File: config.mk
export PLATFORM = sky130hd
export DESIGN_NAME = flash_op_sequencer
export DESIGN_NICKNAME = d
export VERILOG_FILES = /design/src/rtl/flash_seq_pkg.sv /design/src/rtl/flash_busy_timer.sv /design/src/rtl/flash_op_sequencer.sv
export SDC_FILE = /design/constraint.sdc
export NUM_CORES = 1
export LEC_CHECK = 0
export BUFFER_PORTS_ARGS = -buffer_cell sky130_fd_sc_hd__buf_2
export CAP_MARGIN = 10
export CORE_MARGIN = 2
export CORE_UTILIZATION = 50
export CTS_CLUSTER_DIAMETER = 50
export DETAILED_ROUTE_END_ITERATION = 16
export GPL_TIMING_DRIVEN = 0
export HOLD_SLACK_MARGIN = 0.15
export PLACE_DENSITY = 0.79
export SLEW_MARGIN = 20
export SYNTH_ARGS = -nofsm -noshare
export SYNTH_HDL_FRONTEND = slang
export SYNTH_HIERARCHICAL = 1
export SYNTH_SLANG_ARGS = --single-unit
File: constraint.sdc
create_clock -name clk -period 7.6 [get_ports clk]
set_input_delay 1.14 -clock clk [delete_from_list [all_inputs] [get_ports clk]]
set_output_delay 1.14 -clock clk [all_outputs]
set_load 0.1 [all_outputs]
File: src/rtl/flash_seq_pkg.sv
// flash_seq_pkg: command codes, FSM states and default timings shared by the flash op sequencer
package flash_seq_pkg;
    localparam logic [2:0] CMD_NOP  = 3'd0;
    localparam logic [2:0] CMD_WREN = 3'd1;
    localparam logic [2:0] CMD_WRDI = 3'd2;
    localparam logic [2:0] CMD_READ = 3'd3;
    localparam logic [2:0] CMD_PP   = 3'd4;
    localparam logic [2:0] CMD_SE   = 3'd5;
    localparam logic [2:0] CMD_BE   = 3'd6;
    localparam int NB_BIT_ADD_MEM_DEF = 16;
    localparam int T_PP_CYC_DEF       = 5000;
    localparam int T_SE_CYC_DEF       = 200000;
    localparam int T_BE_CYC_DEF       = 400000;
    localparam int CNT_W_DEF          = 24;
    typedef enum logic [2:0] {
        ST_IDLE,
        ST_RD,
        ST_PP_LOAD,
        ST_PP_COMMIT,
        ST_PP_BUSY,
        ST_SE_BUSY,
        ST_BE_BUSY
    } state_t;
endpackage

File: src/rtl/flash_busy_timer.sv
// flash_busy_timer: loadable down-counter with zero flag and freeze, times program/erase busy periods
module flash_busy_timer #(
    parameter int CNT_W = 24
) (
    input  logic             clk,
    input  logic             rst,
    input  logic             load,
    input  logic [CNT_W-1:0] load_val,
    input  logic             freeze,
    output logic             zero
);
    logic [CNT_W-1:0] cnt;
    // load wins over counting; counting stops at zero and while frozen
    always_ff @(posedge clk or posedge rst)
        if (rst) cnt <= '0;
        else if (load) cnt <= load_val;
        else if (!freeze && cnt != '0) cnt <= cnt - 1'b1;
    assign zero = cnt == '0;
endmodule

File: src/rtl/flash_op_sequencer.sv
// flash_op_sequencer: sequences read/program/erase enables to the flash array; optional FLASH_SEQ_SUSPEND_EN adds an erase-suspend input
module flash_op_sequencer
    import flash_seq_pkg::*;
#(
    parameter int NB_BIT_ADD_MEM = NB_BIT_ADD_MEM_DEF,
    parameter int T_PP_CYC       = T_PP_CYC_DEF,
    parameter int T_SE_CYC       = T_SE_CYC_DEF,
    parameter int T_BE_CYC       = T_BE_CYC_DEF,
    parameter int CNT_W          = CNT_W_DEF
) (
    input  logic                      clk,
    input  logic                      rst,
    input  logic                      cmd_valid,
    output logic                      cmd_ready,
    input  logic [2:0]                cmd_code,
    input  logic [NB_BIT_ADD_MEM-1:0] cmd_addr,
    input  logic                      byte_tick,
    input  logic                      op_end,
`ifdef FLASH_SEQ_SUSPEND_EN
    input  logic                      suspend,
`endif
    output logic [NB_BIT_ADD_MEM-1:0] add_mem_extern,
    output logic                      read_enable,
    output logic                      data_request,
    output logic                      add_pp_enable,
    output logic                      pp_enable,
    output logic                      se_enable,
    output logic                      be_enable,
    output logic                      wip,
    output logic                      wel,
    output logic                      cmd_err
);
    state_t state, state_n;
    logic [NB_BIT_ADD_MEM-1:0] addr_n;
    logic rdy_n, rd_n, dr_n, app_n, pp_n, se_n, be_n, wip_n, wel_n, err_n;
    logic load, zero, freeze, done;
    logic [CNT_W-1:0] load_val;
`ifdef FLASH_SEQ_SUSPEND_EN
    assign freeze = suspend && (state == ST_SE_BUSY || state == ST_BE_BUSY);
`else
    assign freeze = 1'b0;
`endif
    assign done = zero && !freeze;
    flash_busy_timer #(.CNT_W(CNT_W)) u_timer (
        .clk(clk),
        .rst(rst),
        .load(load),
        .load_val(load_val),
        .freeze(freeze),
        .zero(zero)
    );
    // state and every output are registered; reset drops all enables at once
    always_ff @(posedge clk or posedge rst)
        if (rst) begin
            state <= ST_IDLE;
            add_mem_extern <= '0;
            {cmd_ready, read_enable, data_request, add_pp_enable, pp_enable} <= '0;
            {se_enable, be_enable, wip, wel, cmd_err} <= '0;
        end else begin
            state <= state_n;
            add_mem_extern <= addr_n;
            {cmd_ready, read_enable, data_request, add_pp_enable, pp_enable} <= {rdy_n, rd_n, dr_n, app_n, pp_n};
            {se_enable, be_enable, wip, wel, cmd_err} <= {se_n, be_n, wip_n, wel_n, err_n};
        end
    // next-state and next-output decode; pp_enable rises one clock before add_pp_enable falls
    always_comb begin
        state_n = state;
        addr_n = add_mem_extern;
        {rd_n, app_n, pp_n, se_n, be_n, wip_n, wel_n} = {read_enable, add_pp_enable, pp_enable, se_enable, be_enable, wip, wel};
        dr_n = 1'b0;
        err_n = 1'b0;
        load = 1'b0;
        load_val = '0;
        case (state)
            ST_IDLE: if (cmd_valid && cmd_ready) begin
                case (cmd_code)
                    CMD_WREN: wel_n = 1'b1;
                    CMD_WRDI: wel_n = 1'b0;
                    CMD_READ: begin
                        addr_n = cmd_addr;
                        rd_n = 1'b1;
                        state_n = ST_RD;
                    end
                    CMD_PP: if (wel) begin
                        addr_n = cmd_addr;
                        app_n = 1'b1;
                        state_n = ST_PP_LOAD;
                    end else err_n = 1'b1;
                    CMD_SE: if (wel) begin
                        addr_n = cmd_addr;
                        {se_n, wip_n, load} = 3'b111;
                        load_val = CNT_W'(T_SE_CYC - 1);
                        state_n = ST_SE_BUSY;
                    end else err_n = 1'b1;
                    CMD_BE: if (wel) begin
                        {be_n, wip_n, load} = 3'b111;
                        load_val = CNT_W'(T_BE_CYC - 1);
                        state_n = ST_BE_BUSY;
                    end else err_n = 1'b1;
                    default: ;
                endcase
            end
            ST_RD: begin
                dr_n = byte_tick;
                if (op_end) begin
                    rd_n = 1'b0;
                    state_n = ST_IDLE;
                end
            end
            ST_PP_LOAD: if (op_end) begin
                {pp_n, wip_n} = 2'b11;
                state_n = ST_PP_COMMIT;
            end
            ST_PP_COMMIT: begin
                app_n = 1'b0;
                load = 1'b1;
                load_val = CNT_W'(T_PP_CYC - 2);
                state_n = ST_PP_BUSY;
            end
            ST_PP_BUSY: if (zero) begin
                {pp_n, wip_n, wel_n} = 3'b000;
                state_n = ST_IDLE;
            end
            ST_SE_BUSY: if (done) begin
                {se_n, wip_n, wel_n} = 3'b000;
                state_n = ST_IDLE;
            end
            ST_BE_BUSY: if (done) begin
                {be_n, wip_n, wel_n} = 3'b000;
                state_n = ST_IDLE;
            end
            default: state_n = ST_IDLE;
        endcase
        rdy_n = state_n == ST_IDLE;
    end
endmodule

Word-level counts from Yosys, hierarchy flattened
Cells that the tools add are included.
- bits in latches: 0
- memory bits (read-only): 0
- word-level logic and storage cells: 117
- input bits: 24
- memory bits (writable): 0
- register bits after elaboration: 53
- memories: 0
- output and inout bits: 26
- multiplexer cells: 50
- div/mod/pow operators: 0
- multiply operators: 0
- bitwise gates (word level): 0
- order comparisons: 0
- reduce and logical (&&, ||, !) cells: 26
- add/subtract/negate cells: 1
- eq/ne operators: 27
- shift-type cells: 0
- operators by type and width (kind ; number):
    $pmux 19 s2 ; 2
    $mux 24 ; 2
    $mux 19 ; 2
    $pmux 16 s2 ; 1
    $logic_not 24->1 ; 1
    $reduce_bool 24->1 ; 1
    $sub 24x1->24 const B ; 1
    $mux 1 ; 23
    $mux 3 ; 7
    $eq 3x3->1 const B ; 6
    $mux 18 ; 1
    $mux 16 ; 1
    $ne 2x2->1 const B ; 8
    $pmux 1 s2 ; 8
    $reduce_and 4->1 ; 4
    $reduce_bool 2->1 ; 8
    $pmux 3 s5 ; 1
    $eq 3x2->1 const B ; 4
    $ne 2x1->1 const B ; 6
    $pmux 3 s4 ; 1
    $reduce_and 5->1 ; 2
    $eq 3x1->1 const B ; 2
    $logic_not 3->1 ; 2
    $reduce_and 6->1 ; 1
    other kinds (7) ; 9

Depth between registers and ports, before layout
Gate-level depths: netlist of run 1.
- depth in word-level cells: 6
- gate-level depth with buffers: 11
- mapped depth without buffers: 9

By module
The synthesis of run 1 kept the hierarchy.
- by module, submodules not included (module ; cells an instance ; times used ; seq. area each (µm²) ; area each (µm²)):
    flash_busy_timer ; 171 ; 1 ; 600.6 ; 1524.0
    flash_op_sequencer ; 119 ; 1 ; 725.7 ; 1366.3

Worst setup path before layout of run 1
OpenSTA, ideal clock, no wires.
- kind: input to register
- from: input port cmd_valid
- to: register u_timer.cnt[21]
- path slack: 4.089 ns
- data arrival time: 3.384 ns
- required time: 7.474 ns
- path buffers: 3
- stages: 10
- cells stage by stage: nand2_1 or4_4 buf_6 or4_4 inv_2 or3_1 clkbuf_1 inv_1 clkbuf_1 a311o_1
- longest elaborated chain between the ends: 4
- ends and longest elaborated chain (what ; line ; text):
    start: declaration ; flash_op_sequencer.sv:13 ; input logic cmd_valid,
    $logic_and 1x1->1 (*) ; flash_op_sequencer.sv:75 ; ST_IDLE: if (cmd_valid && cmd_ready) begin
    $mux 1 (*) ; flash_op_sequencer.sv:75 ;
    $pmux 1 s2 (*) ; flash_op_sequencer.sv:74 ; case (state)
    via load ; flash_op_sequencer.sv:36 ; logic load, zero, freeze, done;
    $mux 24 or $reduce_bool 2->1 (tied branches) ; -- ;
    end signal: assignment ; flash_busy_timer.sv:16 ; else if (load) cnt <= load_val;
    end signal: assignment ; flash_busy_timer.sv:17 ; else if (!freeze && cnt != '0) cnt <= cnt - 1'b1;
    end: declaration ; flash_busy_timer.sv:12 ; logic [CNT_W-1:0] cnt;
The timed path passes the listed nets; every way through them passes the cells marked *.
A chain may end at the register's enable or synchronous reset.

Worst setup path in the final report of run 1
Ends and elaborated chain as after synthesis.

==> impl_results.md, run 1 <==
- Max_slew headroom: 37.9%
- Die Span X: 80.0 um
- Site Rows: 27
- Vias per cell: 5.70
- Clock Latency Late Sink: 320 ps
- Cells after Synth: 290
- Layout Cells excl Fill: 429
- Antenna violations before repair: 0
- Post-CTS Hold Buffers: 0
- Count leader, synth: dfrtp_1
- Grt peak-use layer: met2
- H-tree depth: 2
- Met3 GRT Util: 3.62%
- Layout cells sized above 1: 27.5%
- Clock Sinks: 53
- IO buf count: 47
- Synthesized area: 2890 um^2
- Register area share after synthesis: 45.9%
- Syn_area_per_cell: 9.97 um^2
- Filler cell count: 478
- Wirelength per Cell: 15.7 um
- Remaining antenna violation count: 0
- Hold Vio Cnt, Final: 0
- CP Max Fanout: 10
- CTS tree: done
- Worst EP required: 7790 ps
- CORE AREA: 5540 um^2
- # diodes: 0
- Die H: 80.0 um
- Post-Route WL: 6750 um
- I/O Pins: 50
- PwrDens: 438 nW/um^2
- Synth-to-layout area growth: 16.3%
- Area share of the largest cell type after synthesis: 45.9%
- Gr usage total: 21.8%
- Lkg Pwr: 1.46 nW
- Synth unique cells: 52
- CP Class: in -> reg
- Post-DP Area: 3270 um^2
- CTS buffer count: 5
- Largest net degree at the start of global routing: 30
- Synth area leaders: dfrtp_1 46%, mux2_2 8.2%, o21ai_0 4.3%, nand2_1 3.4%, xnor2_1 2.7%
- Crit path DAT: 3890 ps
- Placed insts: 421
- Nets: 382
- Vias in the first global route: 2313
- Most used DFF post-synth: dfrtp_1
- Routed vias: 2444
- Cell taking the most area after synthesis: dfrtp_1
- Min cycle time layout: 3700 ps
- Min-delay worst type: reg -> reg
- Post-route design area: 3360 um^2
- Fmax: 270 MHz
- Status: completed
- GPL Wtd Cong: 0.880
- Final Cycle Share: 48.7%
- Count of final setup violators: 0
- Max Cap Violations: 0
- Crit path launch type: primary input
- TritonRoute pass-1 iters: 4
- GRT met1 Usage: 28.7%
- Root buf cell: clkbuf_8
- First-pass GRT wire length: 10900 um
- Asr flop ratio synth: 100%
- DRC violations left: 0
- Post-synth EDFFs: 0
- IR drop worst, VDD: 0.296 mV
- Kind of end point of the critical path: flop
- Clock skew: 21.9 ps
- Synthesized flop and latch total: 53
- Reg clk slew, reported paths: 90 ps
- Met2 Usage GRT: 37.1%
- Syn. warnings: 6
- RSZ-0062 raised after global routing: no
- Worst Tran Pin Value: 930 ps
- GR Overflow Total: 0
- Post-synth top cells: 53 x dfrtp_1, 26 x nand2_1, 25 x o21ai_0
- First DRT Iteration DRCs: 186
- HPWL Detailed: 4800 um
- Die ar.: 6400 um^2
- Fin. max-slew vios: 0
- Max Root-Sink Buffers: 2
- Initial core utilization: 52.2%
- Number of post-CTS setup repair buffers: 0
- Pwr Total: 0.00147 W
- Setup TNS: 0 ps
- Post_cts resized: 0
==> cell usage in the layout, fill, tap and decap left out, types with 3 or more instances in the layout <==
cell type,count
dfrtp_1,53
buf_2,48
nand2_1,26
o21ai_0,25
mux2_2,21
nor2_1,15
conb_1,13
clkbuf_1,10
nand3_1,10
xnor2_1,9
inv_1,9
or3_1,9
nor3_1,8
xor2_1,8
nand2b_1,6
nor4_1,6
a21oi_1,6
a31oi_1,5
clkbuf_8,5
or4_1,5
or2_2,4
o21ai_1,4
buf_6,3
or4_4,3
o31ai_1,3
nor3b_1,3
==> flip-flops by register name (all words and copies together) (netlist names) <==
name and count:
add_pp_enable 1, wip 1, u_timer/cnt 24, cmd_err 1, se_enable 1, be_enable 1
pp_enable 1, cmd_ready 1, add_mem_extern 16, wel 1, read_enable 1, data_request 1
state 3
==> path summary, 6_finish.rpt <==
check | startpoint | depth (start not counted) | slack (ps) | endpoint
setup / recovery | cmd_valid | 11 | 3900 | u_timer/cnt[21]$_DFFE_PP0P_
setup reg to reg | state[1]$_DFF_PP0_ | 10 | 4260 | u_timer/cnt[21]$_DFFE_PP0P_
min in group asynchronous | rst | 2 | 890 | wip$_DFFE_PP0P_
max in group asynchronous | rst | 2 | 5980 | u_timer/cnt[21]$_DFFE_PP0P_
hold reg to reg | add_pp_enable$_DFFE_PP0P_ | 1 | 510 | add_pp_enable$_DFFE_PP0P_
hold / removal | add_pp_enable$_DFFE_PP0P_ | 1 | 510 | add_pp_enable$_DFFE_PP0P_
==> worst max-delay path: stages <==
cell and delay (ps):
buf_2 70, nand2_1 80, or4_4 420, buf_6 160, or4_4 540, inv_2 100
or3_1 100, clkbuf_1 360, inv_1 210, clkbuf_1 310, a311o_1 380
==> routing by layer <==
metal	share of wire, %	vias up
met4	1.2	0
li1	-	1163
met5	0	-
met2	52	82
met3	5.0	9
met1	42	1190
==> power breakdown <==
part           internal (W)  switching, W
combinational      0.000207      0.000599
sequential         0.000395      0.000102
clock             0.0000668      0.000102
total              0.000669      0.000803
==> logic make-up (layout without fill, tap and decap cells) <==
| group | Yosys count | count (layout) | share of synthesized area, % |
|---|---|---|---|
| flops | 53 | 53 | 45.9 |
| simple gates | 108 | 108 | 21.8 |
| mux | 22 | 22 | 8.53 |
| buf+inv | 26 | 81 | 4.33 |
| fa+ha+maj | 2 | 2 | 0.866 |
| compound gates | 61 | 61 | 13.3 |
| xor+xnor | 17 | 17 | 5.15 |
| other cells | 1 | 13 | 0.130 |
==> area by class of cell <==
cell class	count	area, um^2	area share [%]
plain buffers	15	83.8	2.49
clock buffers	5	68.8	2.05
clock inverters	3	25.0	0.745
inverters	11	41.3	1.23
multi-input cells	223	1490	44.3
flip-flops and latches	53	1330	39.5
well taps	72	90.1	2.68
repair buffers	47	235	7.00
==> stage by stage <==
step / setup WS (ps) / utilization [%] / hold WS (ps)
after floorplan: 4090 / - / 529
after global placement: 3660 / 58.9 / 478
after detailed placement: 3630 / 59.0 / 490
after CTS: 3950 / 60.7 / 513
after global routing: 3760 / 60.7 / 531
final: 3900 / 60.7 / 506
Note: power is estimated with default switching activity, not from simulation.
==> run 2, diff against run 1 <==
- ABC_AREA: default -> 1
- PLACE_DENSITY: 0.79 -> 0.81
- clock period: 7.6 -> 3.1 ns (I/O delays scaled with it)
==> run 2 against run 1 <==
Net effect: utilization decreased by 1.7 points; clock power grew 150%; critical path depth rose by 2; hold slack got worse by 290 ps; die area rose by 21%; synthesized area up 22%; power grew to 3.0 times the previous value; critical path type is now reg -> reg.
==> impl_results.md, run 2 <==
- CP Max Fanout: 10 (unchanged)
- Count of final setup violators: 0 (unchanged)
- CTS tree: done
- Clock Sinks: 53 (unchanged)
- Max Root-Sink Buffers: 2 (unchanged)
- Largest net degree at the start of global routing: 30 (unchanged)
- Clock Latency Late Sink: 320 ps (about the same)
- Area share of the largest cell type after synthesis: 37.7% (-8.2 points)
- Place WS: 616 ps (-3020 ps)
- Finished Core Util: 58.9% (-1.7 points)
- Number of post-CTS setup repair buffers: 0 (unchanged)
- Die Span X: 87.9 um (+9.8%)
- Root buf cell: clkbuf_8
- Most flops, register: u_timer/cnt
- Filler cell count: 664 (+39%)
- Worst EP required: 3320 ps (-4470 ps)
- GR Overflow Total: 0 (unchanged)
- Switch share: 59.6% (+5.0 points)
- RSZ-0062 raised after global routing: no
- Post-synth EDFFs: 0 (unchanged)
- Lkg Pwr: 2.25 nW (+54%)
- Post-route design area: 4000 um^2 (+19%)
- Post-synth top cells: 197 x nand2_1, 59 x nor2_1, 56 x nand3_1
- Synth-to-layout area growth: 13.8%
- CORE AREA: 6790 um^2 (+23%)
- PwrDens: 1090 nW/um^2 (+150%)
- Die ar.: 7720 um^2 (+21%)
- Fin. max-slew vios: 0 (unchanged)
- CP dominant cell by count: nand2_1
- Max FFs per register: 24 (unchanged)
- Cell taking the most area after synthesis: dfrtp_1
- First-pass GRT wire length: 14800 um (+36%)
- Syn_area_per_cell: 6.73 um^2 (-33%)
- Crit path launch type: flop
- Max Cap Violations: 0 (unchanged)
- Remaining antenna violation count: 0 (unchanged)
- CP max stage delay: 370 ps (-170 ps)
- Min cycle time layout: 2360 ps
- Status: completed
- CTS buffer count: 5 (unchanged)
- Fmax: 424 MHz
- Nets: 612 (+60%)
- Worst-path cell chain: buf_2 > nor2_4 > nand2_4 > nor2_4 > nand2_1 > nand2_1 > buf_2 > clkinv_1 > clkbuf_1 > nand3_1 > nand2_1 > nand2_2 > o21ai_2
- Clock skew: 8.00 ps (-13.9 ps)
- Largest regs: u_timer/cnt (24), add_mem_extern (16), state (3)
- Setup TNS: 0 ps (unchanged)
- Crit path DAT: 2580 ps (-1310 ps)
- Commonest non-fill, non-tap cell in the layout: nand2_1
- H-tree depth: 2 (unchanged)
- Storage cell area: 1330 um^2 (unchanged)
- Hold Vio Cnt, Final: 0 (unchanged)
- Die H: 87.9 um (+9.8%)
- Layout cells sized above 1: 18.7% (-8.7 points)
- Worst Tran Pin Value: 931 ps (+0.548 ps)
- I/O Pins: 50 (unchanged)
- Vias in the first global route: 3381 (+46%)
- Internal power: 0.00177 W (+160%)
- Routed vias: 3542 (+45%)
- Most used DFF post-synth: dfrtp_1
- GPL Wtd Cong: 0.938 (+6.6%)
- Site Rows: 30 (+11%)
- Synth unique cells: 31 (-40%)
- Gr usage total: 24.4% (+2.6 points)
- Max_slew headroom: 37.6% (-0.35 points)
- First DRT Iteration DRCs: 209 (+12%)
- Synthesized area: 3520 um^2 (+22%)
- IO buf count: 48 (+2.1%)
- Min-delay worst type: in -> async
- Reg clk slew, reported paths: 110 ps (+20 ps)
- Slowest cell on the critical path: dfrtp_1
- Initial core utilization: 51.8% (-0.38 points)
- HPWL Detailed: 6780 um (+41%)
- Cells after Synth: 523 (+80%)
- Psw: 0.00261 W (+220%)
- IR drop worst, VDD: 0.780 mV (+160%)
- Post-DP Area: 3910 um^2 (+20%)
- Gate power share: 62.6% (+7.8 points)
- Antenna violations before repair: 0 (unchanged)
- Asr flop ratio synth: 100% (unchanged)
- DRC violations left: 0 (unchanged)
- Count leader, synth: nand2_1
- TritonRoute pass-1 iters: 5 (+1)
- Register area share after synthesis: 37.7% (-8.2 points)
- Final Cycle Share: 76.1%
- Synth area leaders: dfrtp_1 38%, nand2_1 21%, nand3_1 8.0%, nor2_1 6.3%, inv_1 5.3%
- Kind of end point of the critical path: flop
- Synthesized flop and latch total: 53 (unchanged)
- Commonest non-fill, non-tap cells in the layout: 197 x nand2_1, 59 x nor2_1, 56 x nand3_1, 53 x dfrtp_1, 51 x buf_2
- # diodes: 0 (unchanged)
- Vias per cell: 5.19 (-9.0%)
- Setup ws final: 742 ps (-3160 ps)
- Post_cts resized: 0 (unchanged)
- CP Class: reg -> reg
- Syn. warnings: 6 (unchanged)
- Area of the multi-input gates: 1940 um^2 (+30%)
- Wirelength per Cell: 12.8 um (-19%)
- Post-Route WL: 8750 um (+29%)
- Sequential power share: 27.9% (-5.9 points)
- Clk pwr share: 9.5% (-1.9 points)
- Post-CTS Hold Buffers: 0 (unchanged)
==> run 2: cells by family after synthesis <==
logic type / count (synthesis) / synth area share (%)
and+or+nand+nor: 353 / 44.8
buffers and inverters: 66 / 8.14
DFF: 53 / 37.7
AOI/OAI and AO/OA: 46 / 8.00
xor gates and xnor gates: 2 / 0.498
adders and majority gates: 2 / 0.711
other: 1 / 0.107
==> run 2: worst max-delay path: cells and delay by family, from the launching register on <==
| kind | cells | cell delay, ps |
|---|---|---|
| flops | 1 | 370 |
| compound gates | 1 | 40 |
| simple gates | 8 | 780 |
| buf+inv | 4 | 1040 |
==> run 2: layout make-up <==
cell class | count | area share, %
multi-input combinational | 412 | 48.3
tap | 96 | 3.00
buffer | 12 | 2.09
sequential | 53 | 33.1
clock buffer | 5 | 1.72
clock inverter | 3 | 0.656
inverter | 54 | 5.06
timing repair buffer | 48 | 6.00
==> run 2: layer usage <==
| metal | up-vias | track usage (%) | wire length, um |
|---|---|---|---|
| met3 | 19 | 3.39 | 413 |
| met5 | - | 0 | 0 |
| met1 | 1653 | 28.9 | 3620 |
| met4 | 0 | 8.81 | 188 |
| li1 | 1762 | - | - |
| met2 | 108 | 44.9 | 4520 |
==> run 2: per-stage QoR <==
| step | total power [W] | hold WS, ps | cells |
|---|---|---|---|
| detailed placement | 0.00395 | 458 | 675 |
| global placement | 0.00387 | 455 | 675 |
| floorplan | 0.00345 | 452 | 531 |
| finish | 0.00438 | 213 | 683 |
| global route | 0.00471 | 270 | 683 |
| CTS | 0.00438 | 335 | 683 |
==> run 2: path summary, 6_finish.rpt <==
check                      slack (ps)                             to  depth (start not counted)                from
max                               740    u_timer/cnt[10]$_DFFE_PP0P_                         13  state[0]$_DFF_PP0_
min                               210  add_mem_extern[2]$_DFFE_PP0P_                          2                 rst
max reg2reg                       740    u_timer/cnt[10]$_DFFE_PP0P_                         13  state[0]$_DFF_PP0_
min reg2reg                       480                wip$_DFFE_PP0P_                          2     wip$_DFFE_PP0P_
max in group asynchronous        2430     u_timer/cnt[0]$_DFFE_PP0P_                          2                 rst
min in group clk                  340         data_request$_DFF_PP0_                          3           byte_tick
==> run 2: power by group through the flow <==
| stage | clock [W] | sequential, W | combinational, W |
|---|---|---|---|
| 2_1_floorplan | 0 | 0.00211 | 0.00134 |
| 3_3_place_gp | 0 | 0.00122 | 0.00266 |
| 3_5_place_dp | 0 | 0.00123 | 0.00272 |
| 4_1_cts | 0.000429 | 0.00122 | 0.00273 |
| 5_1_grt | 0.000458 | 0.00126 | 0.00299 |
| 6_report | 0.000415 | 0.00122 | 0.00274 |
